**src/rtl/bringup_sequencer.sv**
```systemverilog
// ============================================================================
// Module   : bringup_sequencer
// Purpose  : Analog front-end power-up sequencer. Captures the serial gain
//            word, releases VCO and amplifier resets, raises ready, then
//            measures the VCO frequency over a reference window.
// Options  : CFG_TIMEOUT_EN enables an idle timeout while waiting for the
//            serial gain word.
// Revision : 1.0 - initial release
// ============================================================================
`default_nettype none

module bringup_sequencer #(
  parameter int VCO_DLY    = 2,
  parameter int AMP_DLY    = 10,
  parameter int RDY_DLY    = 10,
  parameter int MEAS_WIN   = 10000,
  parameter int FREQ_SCALE = 200,
  parameter int CNT_W      = 16,
  parameter int FREQ_W     = 11
`ifdef CFG_TIMEOUT_EN
  ,
  parameter int CFG_TIMEOUT = 4096
`endif
) (
  input  logic              i_clk,
  input  logic              i_resetbAll,
  input  logic              i_sclk,
  input  logic              i_sdin,
  input  logic              i_vco_tick,
  input  logic              i_recal,
  output logic              o_ready,
  output logic              o_resetb1,
  output logic [1:0]        o_gainA1,
  output logic              o_resetb2,
  output logic [2:0]        o_gainA2,
  output logic              o_resetbvco,
  output logic [FREQ_W-1:0] o_vco_freq,
  output logic              o_freq_valid
);

  localparam int c_N_W     = CNT_W + 8;
  localparam int c_WIN_W   = $clog2(MEAS_WIN + 1);
  localparam int c_REM_W   = c_WIN_W + 1;
  localparam int c_DCNT_W  = $clog2(c_N_W);
  localparam int c_DLY_MAX = (VCO_DLY > AMP_DLY) ?
                             ((VCO_DLY > RDY_DLY) ? VCO_DLY : RDY_DLY) :
                             ((AMP_DLY > RDY_DLY) ? AMP_DLY : RDY_DLY);
  localparam int c_DLY_W   = $clog2(c_DLY_MAX + 1);

  localparam logic [c_DLY_W-1:0]  c_VCO_LAST = c_DLY_W'(VCO_DLY - 1);
  localparam logic [c_DLY_W-1:0]  c_AMP_LAST = c_DLY_W'(AMP_DLY - 1);
  localparam logic [c_DLY_W-1:0]  c_RDY_LAST = c_DLY_W'(RDY_DLY - 1);
  localparam logic [c_WIN_W-1:0]  c_WIN_LAST = c_WIN_W'(MEAS_WIN - 1);
  localparam logic [c_WIN_W-1:0]  c_WIN_D    = c_WIN_W'(MEAS_WIN);
  localparam logic [c_REM_W-1:0]  c_WIN_R    = c_REM_W'(MEAS_WIN);
  localparam logic [c_DCNT_W-1:0] c_DIV_LAST = c_DCNT_W'(c_N_W - 1);
  localparam logic [c_N_W-1:0]    c_FREQ_MAX = c_N_W'((1 << FREQ_W) - 1);
  localparam logic [c_N_W-1:0]    c_SCALE    = c_N_W'(FREQ_SCALE);

  typedef enum logic [2:0] {
    S_CFG      = 3'd0,
    S_VCO_WAIT = 3'd1,
    S_AMP_WAIT = 3'd2,
    S_RDY_WAIT = 3'd3,
    S_MEAS     = 3'd4,
    S_DIV      = 3'd5,
    S_DONE     = 3'd6
  } state_t;

  state_t r_state;
  state_t w_state_next;

  logic r_sclk_meta, r_sclk_sync, r_sclk_prev;
  logic r_sdin_meta, r_sdin_sync;
  logic w_sclk_rise;

  logic [2:0]          r_bit_idx;
  logic [3:0]          r_shadow;
  logic [1:0]          r_gain_a1;
  logic [2:0]          r_gain_a2;
  logic [c_DLY_W-1:0]  r_dly_cnt;
  logic                r_resetbvco, r_resetb_amp, r_ready;
  logic [CNT_W-1:0]    r_ticks;
  logic [c_WIN_W-1:0]  r_win_cnt;
  logic [c_N_W-1:0]    r_dividend;
  logic [c_WIN_W-1:0]  r_rem;
  logic [c_N_W-2:0]    r_quot;
  logic [c_DCNT_W-1:0] r_div_cnt;
  logic [FREQ_W-1:0]   r_vco_freq;
  logic                r_freq_valid;

  logic                w_bit_last, w_cfg_timeout, w_dly_done;
  logic                w_win_last, w_div_last, w_qbit;
  logic [CNT_W-1:0]    w_ticks_next;
  logic [c_N_W-1:0]    w_product;
  logic [c_REM_W-1:0]  w_rem_shift;
  logic [c_WIN_W-1:0]  w_rem_sub;
  logic [c_N_W-1:0]    w_quot_full;

  assign w_sclk_rise = r_sclk_sync & ~r_sclk_prev;
  assign w_bit_last  = w_sclk_rise && (r_bit_idx == 3'd4);

  assign w_dly_done = ((r_state == S_VCO_WAIT) && (r_dly_cnt == c_VCO_LAST)) ||
                      ((r_state == S_AMP_WAIT) && (r_dly_cnt == c_AMP_LAST)) ||
                      ((r_state == S_RDY_WAIT) && (r_dly_cnt == c_RDY_LAST));

  assign w_win_last   = (r_win_cnt == c_WIN_LAST);
  assign w_div_last   = (r_div_cnt == c_DIV_LAST);
  assign w_ticks_next = (i_vco_tick && (r_ticks != {CNT_W{1'b1}})) ? r_ticks + 1'b1 : r_ticks;
  assign w_product    = c_N_W'(w_ticks_next) * c_SCALE;

  // Restoring division: shift one dividend bit into the partial remainder per cycle.
  assign w_rem_shift = {r_rem, r_dividend[c_N_W-1]};
  assign w_qbit      = (w_rem_shift >= c_WIN_R);
  assign w_rem_sub   = w_rem_shift[c_WIN_W-1:0] - c_WIN_D;
  assign w_quot_full = {r_quot, w_qbit};

`ifdef CFG_TIMEOUT_EN
  localparam int c_IDLE_W = $clog2(CFG_TIMEOUT + 1);
  localparam logic [c_IDLE_W-1:0] c_IDLE_LAST = c_IDLE_W'(CFG_TIMEOUT - 1);

  logic [c_IDLE_W-1:0] r_idle_cnt;

  always_ff @(posedge i_clk or negedge i_resetbAll) begin
    if (!i_resetbAll) begin
      r_idle_cnt <= '0;
    end else if ((r_state != S_CFG) || w_sclk_rise) begin
      r_idle_cnt <= '0;
    end else begin
      r_idle_cnt <= r_idle_cnt + 1'b1;
    end
  end

  assign w_cfg_timeout = (r_state == S_CFG) && !w_sclk_rise && (r_idle_cnt == c_IDLE_LAST);
`else
  assign w_cfg_timeout = 1'b0;
`endif

  always_ff @(posedge i_clk or negedge i_resetbAll) begin
    if (!i_resetbAll) begin
      r_state <= S_CFG;
    end else begin
      r_state <= w_state_next;
    end
  end

  always_comb begin
    w_state_next = r_state;
    case (r_state)
      S_CFG:      if (w_bit_last || w_cfg_timeout) w_state_next = S_VCO_WAIT;
      S_VCO_WAIT: if (w_dly_done) w_state_next = S_AMP_WAIT;
      S_AMP_WAIT: if (w_dly_done) w_state_next = S_RDY_WAIT;
      S_RDY_WAIT: if (w_dly_done) w_state_next = S_MEAS;
      S_MEAS:     if (w_win_last) w_state_next = S_DIV;
      S_DIV:      if (w_div_last) w_state_next = S_DONE;
      S_DONE:     if (i_recal) w_state_next = S_MEAS;
      default:    w_state_next = S_CFG;
    endcase
  end

  always_ff @(posedge i_clk or negedge i_resetbAll) begin
    if (!i_resetbAll) begin
      r_sclk_meta  <= 1'b0;
      r_sclk_sync  <= 1'b0;
      r_sclk_prev  <= 1'b0;
      r_sdin_meta  <= 1'b0;
      r_sdin_sync  <= 1'b0;
      r_bit_idx    <= '0;
      r_shadow     <= '0;
      r_gain_a1    <= '0;
      r_gain_a2    <= '0;
      r_dly_cnt    <= '0;
      r_resetbvco  <= 1'b0;
      r_resetb_amp <= 1'b0;
      r_ready      <= 1'b0;
      r_ticks      <= '0;
      r_win_cnt    <= '0;
      r_dividend   <= '0;
      r_rem        <= '0;
      r_quot       <= '0;
      r_div_cnt    <= '0;
      r_vco_freq   <= '0;
      r_freq_valid <= 1'b0;
    end else begin
      r_sclk_meta <= i_sclk;
      r_sclk_sync <= r_sclk_meta;
      r_sclk_prev <= r_sclk_sync;
      r_sdin_meta <= i_sdin;
      r_sdin_sync <= r_sdin_meta;

      if (r_state != w_state_next) begin
        r_dly_cnt <= '0;
      end else if ((r_state == S_VCO_WAIT) || (r_state == S_AMP_WAIT) ||
                   (r_state == S_RDY_WAIT)) begin
        r_dly_cnt <= r_dly_cnt + 1'b1;
      end

      case (r_state)
        S_CFG: begin
          if (w_cfg_timeout) begin
            r_shadow  <= '0;
            r_bit_idx <= '0;
          end else if (w_sclk_rise) begin
            if (r_bit_idx == 3'd4) begin
              // Both gains load together from the shadow plus the final bit.
              r_gain_a1 <= r_shadow[1:0];
              r_gain_a2 <= {r_sdin_sync, r_shadow[3:2]};
              r_bit_idx <= '0;
            end else begin
              r_shadow[r_bit_idx[1:0]] <= r_sdin_sync;
              r_bit_idx                <= r_bit_idx + 1'b1;
            end
          end
        end
        S_VCO_WAIT: begin
          if (w_dly_done) r_resetbvco <= 1'b1;
        end
        S_AMP_WAIT: begin
          if (w_dly_done) r_resetb_amp <= 1'b1;
        end
        S_RDY_WAIT: begin
          if (w_dly_done) begin
            r_ready   <= 1'b1;
            r_ticks   <= '0;
            r_win_cnt <= '0;
          end
        end
        S_MEAS: begin
          r_ticks <= w_ticks_next;
          if (w_win_last) begin
            r_dividend <= w_product;
            r_rem      <= '0;
            r_quot     <= '0;
            r_div_cnt  <= '0;
          end else begin
            r_win_cnt <= r_win_cnt + 1'b1;
          end
        end
        S_DIV: begin
          r_dividend <= {r_dividend[c_N_W-2:0], 1'b0};
          r_rem      <= w_qbit ? w_rem_sub : w_rem_shift[c_WIN_W-1:0];
          r_quot     <= w_quot_full[c_N_W-2:0];
          r_div_cnt  <= r_div_cnt + 1'b1;
          if (w_div_last) begin
            r_vco_freq   <= (w_quot_full > c_FREQ_MAX) ? {FREQ_W{1'b1}}
                                                       : w_quot_full[FREQ_W-1:0];
            r_freq_valid <= 1'b1;
          end
        end
        S_DONE: begin
          if (i_recal) begin
            r_freq_valid <= 1'b0;
            r_ticks      <= '0;
            r_win_cnt    <= '0;
          end
        end
        default: ;
      endcase
    end
  end

  assign o_ready      = r_ready;
  assign o_resetb1    = r_resetb_amp;
  assign o_resetb2    = r_resetb_amp;
  assign o_gainA1     = r_gain_a1;
  assign o_gainA2     = r_gain_a2;
  assign o_resetbvco  = r_resetbvco;
  assign o_vco_freq   = r_vco_freq;
  assign o_freq_valid = r_freq_valid;

endmodule

`default_nettype wire

```
**config.mk**
```make
export PLATFORM = sky130hd
export DESIGN_NAME = bringup_sequencer
export DESIGN_NICKNAME = d
export VERILOG_FILES = /design/src/rtl/bringup_sequencer.sv
export SDC_FILE = /design/constraint.sdc
export NUM_CORES = 1
export LEC_CHECK = 0
export BUFFER_PORTS_ARGS = -buffer_cell sky130_fd_sc_hd__buf_2
export CAP_MARGIN = 5
export CORE_MARGIN = 5
export CORE_UTILIZATION = 41
export CTS_CLUSTER_SIZE = 14
export DETAILED_ROUTE_END_ITERATION = 6
export PLACE_DENSITY = 0.64
export SETUP_SLACK_MARGIN = 0.15
export SLEW_MARGIN = 30
export SYNTH_ARGS = -nofsm -noshare
export SYNTH_HDL_FRONTEND = slang
export SYNTH_SLANG_ARGS = --single-unit
```
**constraint.sdc**
```tcl
create_clock -name i_clk -period 5.9 [get_ports i_clk]
set_clock_uncertainty 0.15 [all_clocks]
set_input_delay 0.59 -clock i_clk [delete_from_list [all_inputs] [get_ports i_clk]]
set_output_delay 0.59 -clock i_clk [all_outputs]
set_load 0.1 [all_outputs]
```
Yosys cells after proc, flatten, opt, wreduce, memory -nomap -nowiden
Cells that the tools add are included.
{"block": "word_totals", "ff_bits": 135, "output_inout_bits": 21}
{"block": "op_classes", "addsub": 6, "n_mul": 1, "order_cmp": 4, "eq_ne": 18, "mux": 35, "bitwise": 3, "reduce_logical": 26}
{"operator": "14-bit two-way mux", "n": 5}
{"operator": "16-bit two-way mux", "n": 3}
{"operator": "16-bit case mux with 3 select lines", "n": 1}
{"operator": "24-bit case mux with 2 select lines", "n": 1}
{"operator": "23-bit case mux with 2 select lines", "n": 1}
{"operator": "14-bit case mux with 3 select lines", "n": 1}
{"operator": "14-bit case mux with 2 select lines", "n": 1}
{"operator": "24-bit by 11-bit greater-than comparator with 1-bit output, second input constant", "n": 1}
{"operator": "24-bit two-way mux", "n": 1}
{"operator": "3-bit two-way mux", "n": 8}
{"operator": "23-bit two-way mux", "n": 1}
{"operator": "16-bit by 5-bit multiplier with 21-bit output, second input constant", "n": 1}
{"operator": "3-bit case mux with 7 select lines", "n": 1}
{"operator": "16-bit by 1-bit adder with 16-bit output, second input constant", "n": 1}
{"operator": "16-bit inequality test, second input constant", "n": 1}
{"operator": "15-bit by 14-bit >= comparator with 1-bit output, second input constant", "n": 1}
{"operator": "14-bit by 1-bit adder with 14-bit output, second input constant", "n": 1}
{"operator": "14-bit equality test, second input constant", "n": 1}
{"operator": "14-bit subtractor, second input constant", "n": 1}
{"operator": "3-bit equality test, second input constant", "n": 4}
{"operator": "2-bit AND reduction", "n": 6}
{"operator": "3-bit AND reduction", "n": 4}
{"operator": "11-bit two-way mux", "n": 1}
{"operator": "2-bit inequality test, second input constant", "n": 5}
{"operator": "26 further kinds", "n": 41}

Logic depth before layout (Yosys ltp)
Gate-level depths: netlist of the first run.
{"block": "depth", "ltp_word": 8, "depth_mapped": 21, "ltp_nobuf": 19}

Least setup slack after synthesis of the first run
No wires, ideal clock.
{"block": "synth_timing", "path_type": "register -> register", "start": "reg r_ticks[7]", "end": "reg r_dividend[23]", "setup_ns": 0.126, "t_arrival_ns": 4.517, "slack_ns": 1.107, "stages_incl_launch_ff": 21, "n_path_buf": 1, "cell_sequence": "dfrtp_1 > clkbuf_1 > and4_1 > nand3_1 > or2_2 > and3_1 > nand3_1 > xnor2_1 > ha_1 > ha_1 > inv_1 > fa_1 > inv_1 > ha_1 > nand3_1 > o2111ai_1 > a311oi_1 > o21ai_0 > nand3b_1 > a31oi_1 > a221o_1"}
{"block": "synth_between", "elab_chain_cells": 6, "word_cells_on_any_way": 7, "classes_between": "add/sub (1); mul (1); eq/ne (1); mux (3); reduce/logical (1)"}
{"item": "start, declared", "line": "83", "rtl": "logic [CNT_W-1:0] r_ticks;"}
{"item": "start signal, assigned", "line": "229", "rtl": "r_ticks <= w_ticks_next;"}
{"item": "parallel branches: the longest is 2 deep, another holds 16-bit by 1-bit adder with 16-bit output"}
{"item": "16-bit two-way mux (*)", "line": "109", "rtl": "assign w_ticks_next = (i_vco_tick && (r_ticks != {CNT_W{1'b1}})) ? r_ticks + 1'b1 : r_ticks;"}
{"item": "16-bit by 5-bit multiplier with 21-bit output (*)", "line": "110", "rtl": "assign w_product = c_N_W'(w_ticks_next) * c_SCALE;"}
{"item": "24-bit two-way mux (*)", "line": "230", "rtl": "if (w_win_last) begin"}
{"item": "24-bit case mux with 2 select lines (*)", "line": "198", "rtl": "case (r_state)"}
{"item": "end signal, assigned", "line": "231", "rtl": "r_dividend <= w_product;"}
{"item": "end signal, assigned", "line": "240", "rtl": "r_dividend <= {r_dividend[c_N_W-2:0], 1'b0};"}
{"item": "end, declared", "line": "85", "rtl": "logic [c_N_W-1:0] r_dividend;"}
Every way passes the cells marked *. The select of a mux whose other input is x is not followed.
A chain may end at the register's enable or synchronous reset.

Final worst setup path of the first run
{"block": "layout_timing", "start": "reg r_ticks[6]", "end": "reg r_dividend[21]"}
The elaborated chain is that of the path after synthesis.

==> metrics.txt, run 1 <==
status finished clean; half-perimeter wire length after placement 10,900 um; # H-tree levels 4; Critical Path Source r_ticks[6]; design area 8730 um^2; Synth Area in Simple Gates 0.141; initial antenna violation count 0; sequential element share of the synthesized area 0.423; setup TNS 0 ns; Initial Util 0.417; Cells after Synth 796; hold buffer count at cts 0; WP data required 6.03 ns; largest net degree at the start of global routing 79; critical path type flip-flop to flip-flop; first-pass GRT wire length 26,800 um; power per cell area 302 nW/um^2; Crit. End Element flip-flop; Slew @ Worst Pin 0.920 ns; die height 148 um; Die W 148 um; gp weighted congestion 0.800; Post-Syn Nets 877; Post-Syn Area 7800 um^2; CTS Buf Count 17; min-delay worst type primary input to async pin; post-synthesis cell type count 66; GR Util All Layers 0.149; layout cells sized above 1 0.105; post-DR wirelength/cell 14.7 um; post-synthesis compound-gate area fraction 0.178; TritonCTS clock tree done; full die area 21,900 um^2; max_slew headroom 0.385; final antenna diode count 0; CTS Root Cell clkbuf_16; cts repair resizes 0; Ys Warns 0; Mapped Avg Cell Area 9.80 um^2; core area 18,700 um^2; Top Ports 27; clock-pin slew on the worst setup and hold paths 0.06 ns; RSZ-0062 raised after global routing false; vias in the first global route 5,626; MaxCap Viol Count 0; multiplexer area fraction after synthesis 0.0201; # clock sinks 132; PortBufs 26; Async S/R FF share, synth 1.00; Main synth FF type dfrtp_1; post-route minimum period 5.19 ns; Seq cells post-synth 132; DRC viols 0; arrival time worst endpoint 5.33 ns; via count 5,800; total gr overflow 0; placed insts 1,023; EDFF count, synth 0; XOR/XNOR Fraction of Synth Area 0.0584; Final Net Count 889; starting DRC count in detailed routing 331; Final Core Density 0.467; Max Freq 0.193 GHz; Synth Area in Adders 0.130; leading cell type in the layout, fill and taps excluded dfrtp_1; Area Growth Syn to Fin 12.0%; Non-Filler Instances 1,054; final period utilization 0.880; setup bufs post-CTS 0; final setup fails 0; DRT Pass-1 Iters 5; Leak 4.20 nW; startpoint types flip-flop; Final Hold Fails 0; most frequent cells in the layout dfrtp_1 (132), nand2_1 (73), ha_1 (65); # rows 50; drt total wl 15,500 um; final-report max-slew violation count 0; largest family of logic cells by synthesized area compound AO/OA/AOI/OAI gates; crit path max fanout 11; clk buf depth 2; R2R Path Start r_ticks[6]; dpl cell area 8130 um^2; DR vias/cell 5.50; VDD IR max 264 uV; Detail Route Antenna Nets 0; Clk Latency, worst-skew pair 0.42 ns; Tot Pwr 2.64 mW
sequential cells by signal, indices dropped and copies added, names as in the netlist, 5 cells and up:
name	flops
r_ticks	16
r_dividend	21
r_quot	23
o_vco_freq	11
r_win_cnt	14
r_div_cnt	5
r_rem	14
critical path: stages, from the launching register on:
cell,delay [ns]
dfrtp_1,0.49
and4_1,0.30
nand3_1,0.17
or2_2,0.35
nand2_1,0.20
mux2_2,0.38
ha_1,0.29
ha_1,0.30
ha_1,0.32
fa_1,0.48
a21oi_1,0.23
o2111ai_1,0.24
a311oi_1,0.42
o21ai_0,0.25
a31oi_1,0.25
xor2_1,0.16
o21ai_0,0.10
cells in the mapped netlist (all sizes together) (3+ instances only):
cell	instances	area (um^2)
dfrtp	132	3300
nand2	73	274
o21ai	69	353
ha	65	813
inv	62	233
nor2	47	179
a21oi	31	159
a22o	31	272
xnor2	31	272
clkbuf	26	97.6
xor2	21	184
nand3	19	95.1
a22oi	17	128
nand4	16	100
a31oi	14	87.6
mux2	13	146
nor3	12	60.1
o22a	11	96.3
buf	10	53.8
fa	10	200
and3	9	56.3
o31ai	9	67.6
nor4	8	65.1
a21o	7	52.6
and2	5	31.3
a211oi	4	30.0
a31o	3	26.3
and4	3	26.3
nor2b	3	18.8
nor3b	3	38.8
o211ai	3	22.5
cells by family after synthesis:
| group | count (synthesis) |
|---|---|
| and+or+nand+nor | 215 |
| AOI/OAI and AO/OA | 210 |
| DFF | 132 |
| buffers and inverters | 98 |
| adders and majority gates | 75 |
| xor gates and xnor gates | 52 |
| muxes | 14 |
per-layer routing:
metal  up-vias  routed length [um]  GRT usage
li1       2873                   -          -
met1      2815                7430      0.208
met2       100                7310      0.231
met3        12                 580     0.0389
met4         0                 187     0.0434
met5         -                   0          0
final timing paths:
| kind | cells after the start | end | slack, ns |
|---|---|---|---|
| hold / removal | 1 | o_vco_freq[9] | 0.05 |
| hold reg to reg | 0 | r_sdin_sync | 0.20 |
| min in group i_clk | 1 | r_sclk_meta | 0.12 |
| setup / recovery | 16 | r_dividend[21] | 0.71 |
| setup reg to reg | 16 | r_dividend[21] | 0.71 |
| max in group asynchronous | 2 | r_ticks[7] | 4.37 |
power breakdown:
| part | total [mW] | internal (mW) | leakage, nW | switching [mW] |
|---|---|---|---|---|
| Clock | 1.10 | 0.713 | 0.297 | 0.386 |
| Sequential | 0.956 | 0.924 | 1.69 | 0.0321 |
| Combinational | 0.581 | 0.251 | 2.21 | 0.330 |
| Total | 2.64 | 1.89 | 4.20 | 0.748 |
metrics by stage:
stage / setup slack (ns) / hold WS [ns]
after CTS: 0.716 / 0.0679
after floorplan: 1.11 / 0.144
after detailed placement: 0.775 / 0.186
after global routing: 0.271 / 0.106
final: 0.706 / 0.0515
after global placement: 0.855 / 0.185
cell type report:
cell class,instances,area [um^2]
inverter,62,233
sequential,132,3300
fill,1735,9970
timing repair buffer,29,179
clock inverter,10,156
tap,234,293
clock buffer,21,450
multi-input combinational,566,4120
Power figures use the tool's default switching activity.
==> run 2: changes to the inputs <==
--- a/config.mk
+++ b/config.mk
@@ -7,11 +7,12 @@
 export LEC_CHECK = 0
 export BUFFER_PORTS_ARGS = -buffer_cell sky130_fd_sc_hd__buf_2
 export CAP_MARGIN = 5
+export CORE_ASPECT_RATIO = 0.7
 export CORE_MARGIN = 5
 export CORE_UTILIZATION = 41
 export CTS_CLUSTER_SIZE = 14
 export DETAILED_ROUTE_END_ITERATION = 6
-export PLACE_DENSITY = 0.64
+export PLACE_DENSITY = 0.63
 export SETUP_SLACK_MARGIN = 0.15
 export SLEW_MARGIN = 30
 export SYNTH_ARGS = -nofsm -noshare
==> constraint.sdc (replaced) <==
create_clock -name i_clk -period 5.9 [get_ports i_clk]
set_clock_uncertainty 0.15 [all_clocks]
set_input_delay 0.59 -clock i_clk [delete_from_list [all_inputs] [get_ports i_clk]]
set_output_delay 0.59 -clock i_clk [all_outputs]
set_load 0.005 [all_outputs]
==> run 2 against run 1 <==
Compared with the run above: sequential power barely moved; critical path depth did not move; critical path type unchanged; fmax shrank 2.0%; first-iteration DRC count rose by 15%; register-to-register slack got worse by 0.10 ns; highest routed layer unchanged.
==> metrics.txt, run 2 (synthesis gave the netlist of run 1 again) <==
Detail Route Antenna Nets 0; most flop-heavy register r_quot; min-delay worst type primary input to async pin; final-report max-slew violation count 0; # clock sinks 132; CP most frequent cell ha_1; Crit. End Element flip-flop; most frequent cells in the layout dfrtp_1 (132), nand2_1 (73), ha_1 (65); layout cells sized above 1 0.109; max_slew headroom 0.415; post-DR wirelength/cell 15.1 um; Psw 0.791 mW; final period utilization 0.898; gp weighted congestion 0.789; Final Hold Fails 0; final antenna diode count 0; power per cell area 302 nW/um^2; Die W 175 um; via count 5,759; VDD IR max 178 uV; Combinational Power Share 0.224; Slew @ Worst Pin 0.875 ns; first-pass GRT wire length 27,400 um; Final Net Count 890; WP data required 6.04 ns; status finished clean; # rows 42; Initial Util 0.415; total gr overflow 0; clk buf depth 2; hold buffer count at cts 0; drt total wl 16,000 um; Leak 4.19 nW; switching share of power 0.300; MaxCap Viol Count 0; CTS Buf Count 17; full die area 21,900 um^2; final setup fails 0; Worst path slowest cell dfrtp_1; core area 18,800 um^2; Top Ports 27; GR Util All Layers 0.152; critical path type flip-flop to flip-flop; Buf/Inv on CP 0; Max Freq 0.189 GHz; largest net degree at the start of global routing 82; half-perimeter wire length after placement 11,400 um; leading cell type in the layout, fill and taps excluded dfrtp_1; crit path max fanout 11; flop-to-flop setup slack 0.60 ns; starting DRC count in detailed routing 380; Area Growth Syn to Fin 11.9%; # H-tree levels 4; vias in the first global route 5,339; Largest register FFs 23; CTS Root Cell clkbuf_16; part of the power in registers 0.363; die height 125 um; internal power 1.85 mW; Tot Pwr 2.64 mW; DRT Pass-1 Iters 5; CP top delay family compound AO/OA/AOI/OAI gates; cts repair resizes 0; startpoint types flip-flop; RSZ-0062 raised after global routing false; Clock power frac 0.414; clock-pin slew on the worst setup and hold paths 0.06 ns; slowest cell delay on critical path 0.49 ns; crit path cell chain and4_1 -> nand3_1 -> or2_2 -> nand2_1 -> mux2_2 -> ha_1 -> ha_1 -> ha_1 -> fa_1 -> a21oi_1 -> o2111ai_1 -> a311oi_1 -> o21ai_0 -> a31oi_1 -> xor2_1 -> o21ai_0; biggest registers after layout r_quot (23), r_dividend (21), r_ticks (16); arrival time worst endpoint 5.44 ns; post-route minimum period 5.30 ns; Clk Latency, worst-skew pair 0.42 ns; setup TNS 0 ns; PortBufs 26; DR vias/cell 5.41; DRC viols 0; setup bufs post-CTS 0; TritonCTS clock tree done; initial antenna violation count 0
[run 2: cell types whose count changed in the layout (fill, tap and decap cells not counted), sizes merged]
cell / previous run / this run
inv: 62 / 66
clkbuf: 21 / 18
clkinvlp: 1 / 3
buf: 29 / 30
bufinv: 4 / 3
clkinv: 5 / 4
[run 2: routing by layer]
layer,track usage,part of all wire
met5,0,0
met1,0.240,0.55
met4,0.0485,0.0089
met3,0.0326,0.038
met2,0.206,0.41
[run 2: final timing paths]
| kind | start | endpoint | cells after the start |
|---|---|---|---|
| max | r_ticks[6] | r_dividend[21] | 16 |
| min | i_resetbAll | r_quot[21] | 1 |
| max reg2reg | r_ticks[6] | r_dividend[21] | 16 |
| min reg2reg | r_sclk_meta | r_sclk_sync | 0 |
| max in group asynchronous | i_resetbAll | r_ticks[8] | 2 |
| min in group i_clk | i_sdin | r_sdin_meta | 1 |
[run 2: layout make-up]
| class | count | area, um^2 |
|---|---|---|
| Clock buffer | 18 | 429 |
| Clock inverter | 14 | 175 |
| Fill cell | 1784 | 10100 |
| Inverter | 62 | 233 |
| Multi-Input combinational cell | 566 | 4120 |
| Sequential cell | 132 | 3300 |
| Tap cell | 242 | 303 |
| Timing Repair Buffer | 30 | 166 |
[run 2: metrics by stage]
stage	worst slack, ns	utilization	hold WS, ns	instance area (um^2)	instances
floorplan	1.11	-	0.144	7800	796
global placement	0.797	0.432	0.185	8120	1032
detailed placement	0.667	0.432	0.187	8120	1032
CTS	0.623	0.464	0.0823	8730	1064
global route	0.243	0.464	0.0986	8730	1064
finish	0.602	0.464	0.0521	8730	1064
[run 2: worst reg2reg max path, delay by kind of cell (launching register included)]
| family | cells | cell delay, ns |
|---|---|---|
| xor+xnor | 1 | 0.17 |
| simple gates | 4 | 1.03 |
| fa+ha+maj | 4 | 1.41 |
| flops | 1 | 0.49 |
| compound gates | 6 | 1.54 |
| mux | 1 | 0.37 |
[run 2: power groups by stage]
stage,Combinational (mW),Sequential [mW],Clock [mW]
floorplan,0.472,0.952,0
global placement,0.578,0.970,0
detailed placement,0.587,0.971,0
CTS,0.597,0.955,1.12
global route,0.675,0.959,1.16
finish,0.590,0.956,1.09
==> run 3: changes to the inputs <==
--- a/config.mk
+++ b/config.mk
@@ -5,7 +5,7 @@
 export SDC_FILE = /design/constraint.sdc
 export NUM_CORES = 1
 export LEC_CHECK = 0
-export BUFFER_PORTS_ARGS = -buffer_cell sky130_fd_sc_hd__buf_2
+export BUFFER_PORTS_ARGS = -buffer_cell sky130_fd_sc_hd__buf_4
 export CAP_MARGIN = 5
 export CORE_ASPECT_RATIO = 0.7
 export CORE_MARGIN = 5
==> run 3 against run 2 <==
Compared with the run above: die area did not move; clock power is essentially flat; flip-flop and latch count stayed put; register-to-register slack improved by 0.02 ns; clock-buffer cell count down 1; sequential power about the same; critical path type unchanged; largest power group unchanged; routed wire length shrank 3.5%; via count is 0.10% higher; non-clock buffer count rose by 1.
==> metrics.txt, run 3 (synthesis gave the netlist of run 1 again) <==
met2 global-route usage 0.201; largest net degree at the start of global routing 75; Clk Latency, worst-skew pair 0.42 ns; met3 GRT Util 0.0299; cts repair resizes 0; final period utilization 0.894; status finished clean; DRC viols 0; MaxCap Viol Count 0; full die area 21,900 um^2; Detail Route Antenna Nets 0; most flop-heavy register r_quot; half-perimeter wire length after placement 10,900 um; critical path type flip-flop to flip-flop; Slew @ Worst Pin 0.889 ns; biggest registers after layout r_quot (23), r_dividend (21), r_ticks (16); via count 5,765; GR Util All Layers 0.148; Leak 4.20 nW; arrival time worst endpoint 5.42 ns; post-DR wirelength/cell 14.5 um; # rows 42; leading cell type in the layout, fill and taps excluded dfrtp_1; TritonCTS clock tree done; Combinational Power Share 0.226; core area 18,800 um^2; startpoint types flip-flop; most frequent cells in the layout dfrtp_1 (132), nand2_1 (73), ha_1 (65); Tot Pwr 2.60 mW; drt total wl 15,500 um; crit path max fanout 11; setup TNS 0 ns; switching share of power 0.305; Initial Util 0.415; part of the power in registers 0.367; power per cell area 296 nW/um^2; flop-to-flop setup slack 0.62 ns; clock-pin slew on the worst setup and hold paths 0.06 ns; gp weighted congestion 0.793; Clock power frac 0.407; initial antenna violation count 0; # clock sinks 132; Psw 0.793 mW; max_slew headroom 0.406; Top Ports 27; hold buffer count at cts 0; final-report max-slew violation count 0; min-delay worst type primary input to async pin; Final Hold Fails 0; PortBufs 26; starting DRC count in detailed routing 371; layout cells sized above 1 0.112; Area Growth Syn to Fin 12.7%; Max Freq 0.190 GHz; internal power 1.81 mW; die height 125 um; WP data required 6.04 ns; Largest register FFs 23; RSZ-0062 raised after global routing false; CTS Buf Count 17; vias in the first global route 5,326; DR vias/cell 5.41; met1 usage 0.237; setup bufs post-CTS 0; VDD IR max 253 uV; # H-tree levels 4; final setup fails 0; Crit. End Element flip-flop; final antenna diode count 0; clk buf depth 2; first-pass GRT wire length 27,000 um; Die W 175 um; total gr overflow 0; post-route minimum period 5.28 ns; Final Net Count 891; CTS Root Cell clkbuf_16; DRT Pass-1 Iters 5; busiest grt layer met1
## run 3: final timing paths
kind | start | to | cells past startpoint
worst min-delay path | i_resetbAll | r_quot[22] | 1
worst max register to register | r_ticks[6] | r_dividend[21] | 16
max in group asynchronous | i_resetbAll | r_ticks[0] | 2
min in group i_clk | i_sdin | r_sdin_meta | 1
worst max-delay path | r_ticks[6] | r_dividend[21] | 16
worst min register to register | r_sclk_meta | r_sclk_sync | 0
## run 3: critical path, stage by stage (launching register included)
cell       delay, ns
dfrtp_1         0.50
and4_1          0.32
nand3_1         0.16
or2_2           0.34
nand2_1         0.19
mux2_2          0.38
ha_1            0.30
ha_1            0.31
ha_1            0.32
fa_1            0.47
a21oi_1         0.26
o2111ai_1       0.27
a311oi_1        0.42
o21ai_0         0.27
a31oi_1         0.25
xor2_1          0.15
o21ai_0         0.08
## run 3: power groups by stage
stage | clock network, mW | logic, mW | registers (mW)
final | 1.06 | 0.587 | 0.956
after global routing | 1.13 | 0.679 | 0.959
after CTS | 1.09 | 0.589 | 0.954
after detailed placement | 0 | 0.582 | 0.971
after global placement | 0 | 0.574 | 0.971
after floorplan | 0 | 0.472 | 0.952
## run 3: layer usage
layer	vias up	routed length [um]
li1	2877	-
met1	2793	8550
met2	81	6250
met3	14	509
met4	0	161
met5	-	0
## run 3: per-stage QoR
stage	std cells	util	hold slack [ns]	cell area (um^2)	setup slack, ns
global placement	1033	0.436	0.184	8190	0.767
finish	1065	0.467	0.0264	8790	0.623
floorplan	796	-	0.144	7800	1.11
global route	1065	0.467	0.0963	8790	0.220
CTS	1065	0.467	0.0643	8790	0.637
detailed placement	1033	0.436	0.186	8190	0.643
## run 3: area by class of cell
type	instances	area (um^2)
Clock buffer	17	425
Clock inverter	15	171
Multi-Input combinational cell	566	4120
Fill cell	1747	10000
Tap cell	242	303
Timing Repair Buffer	31	236
Inverter	62	233
Sequential cell	132	3300
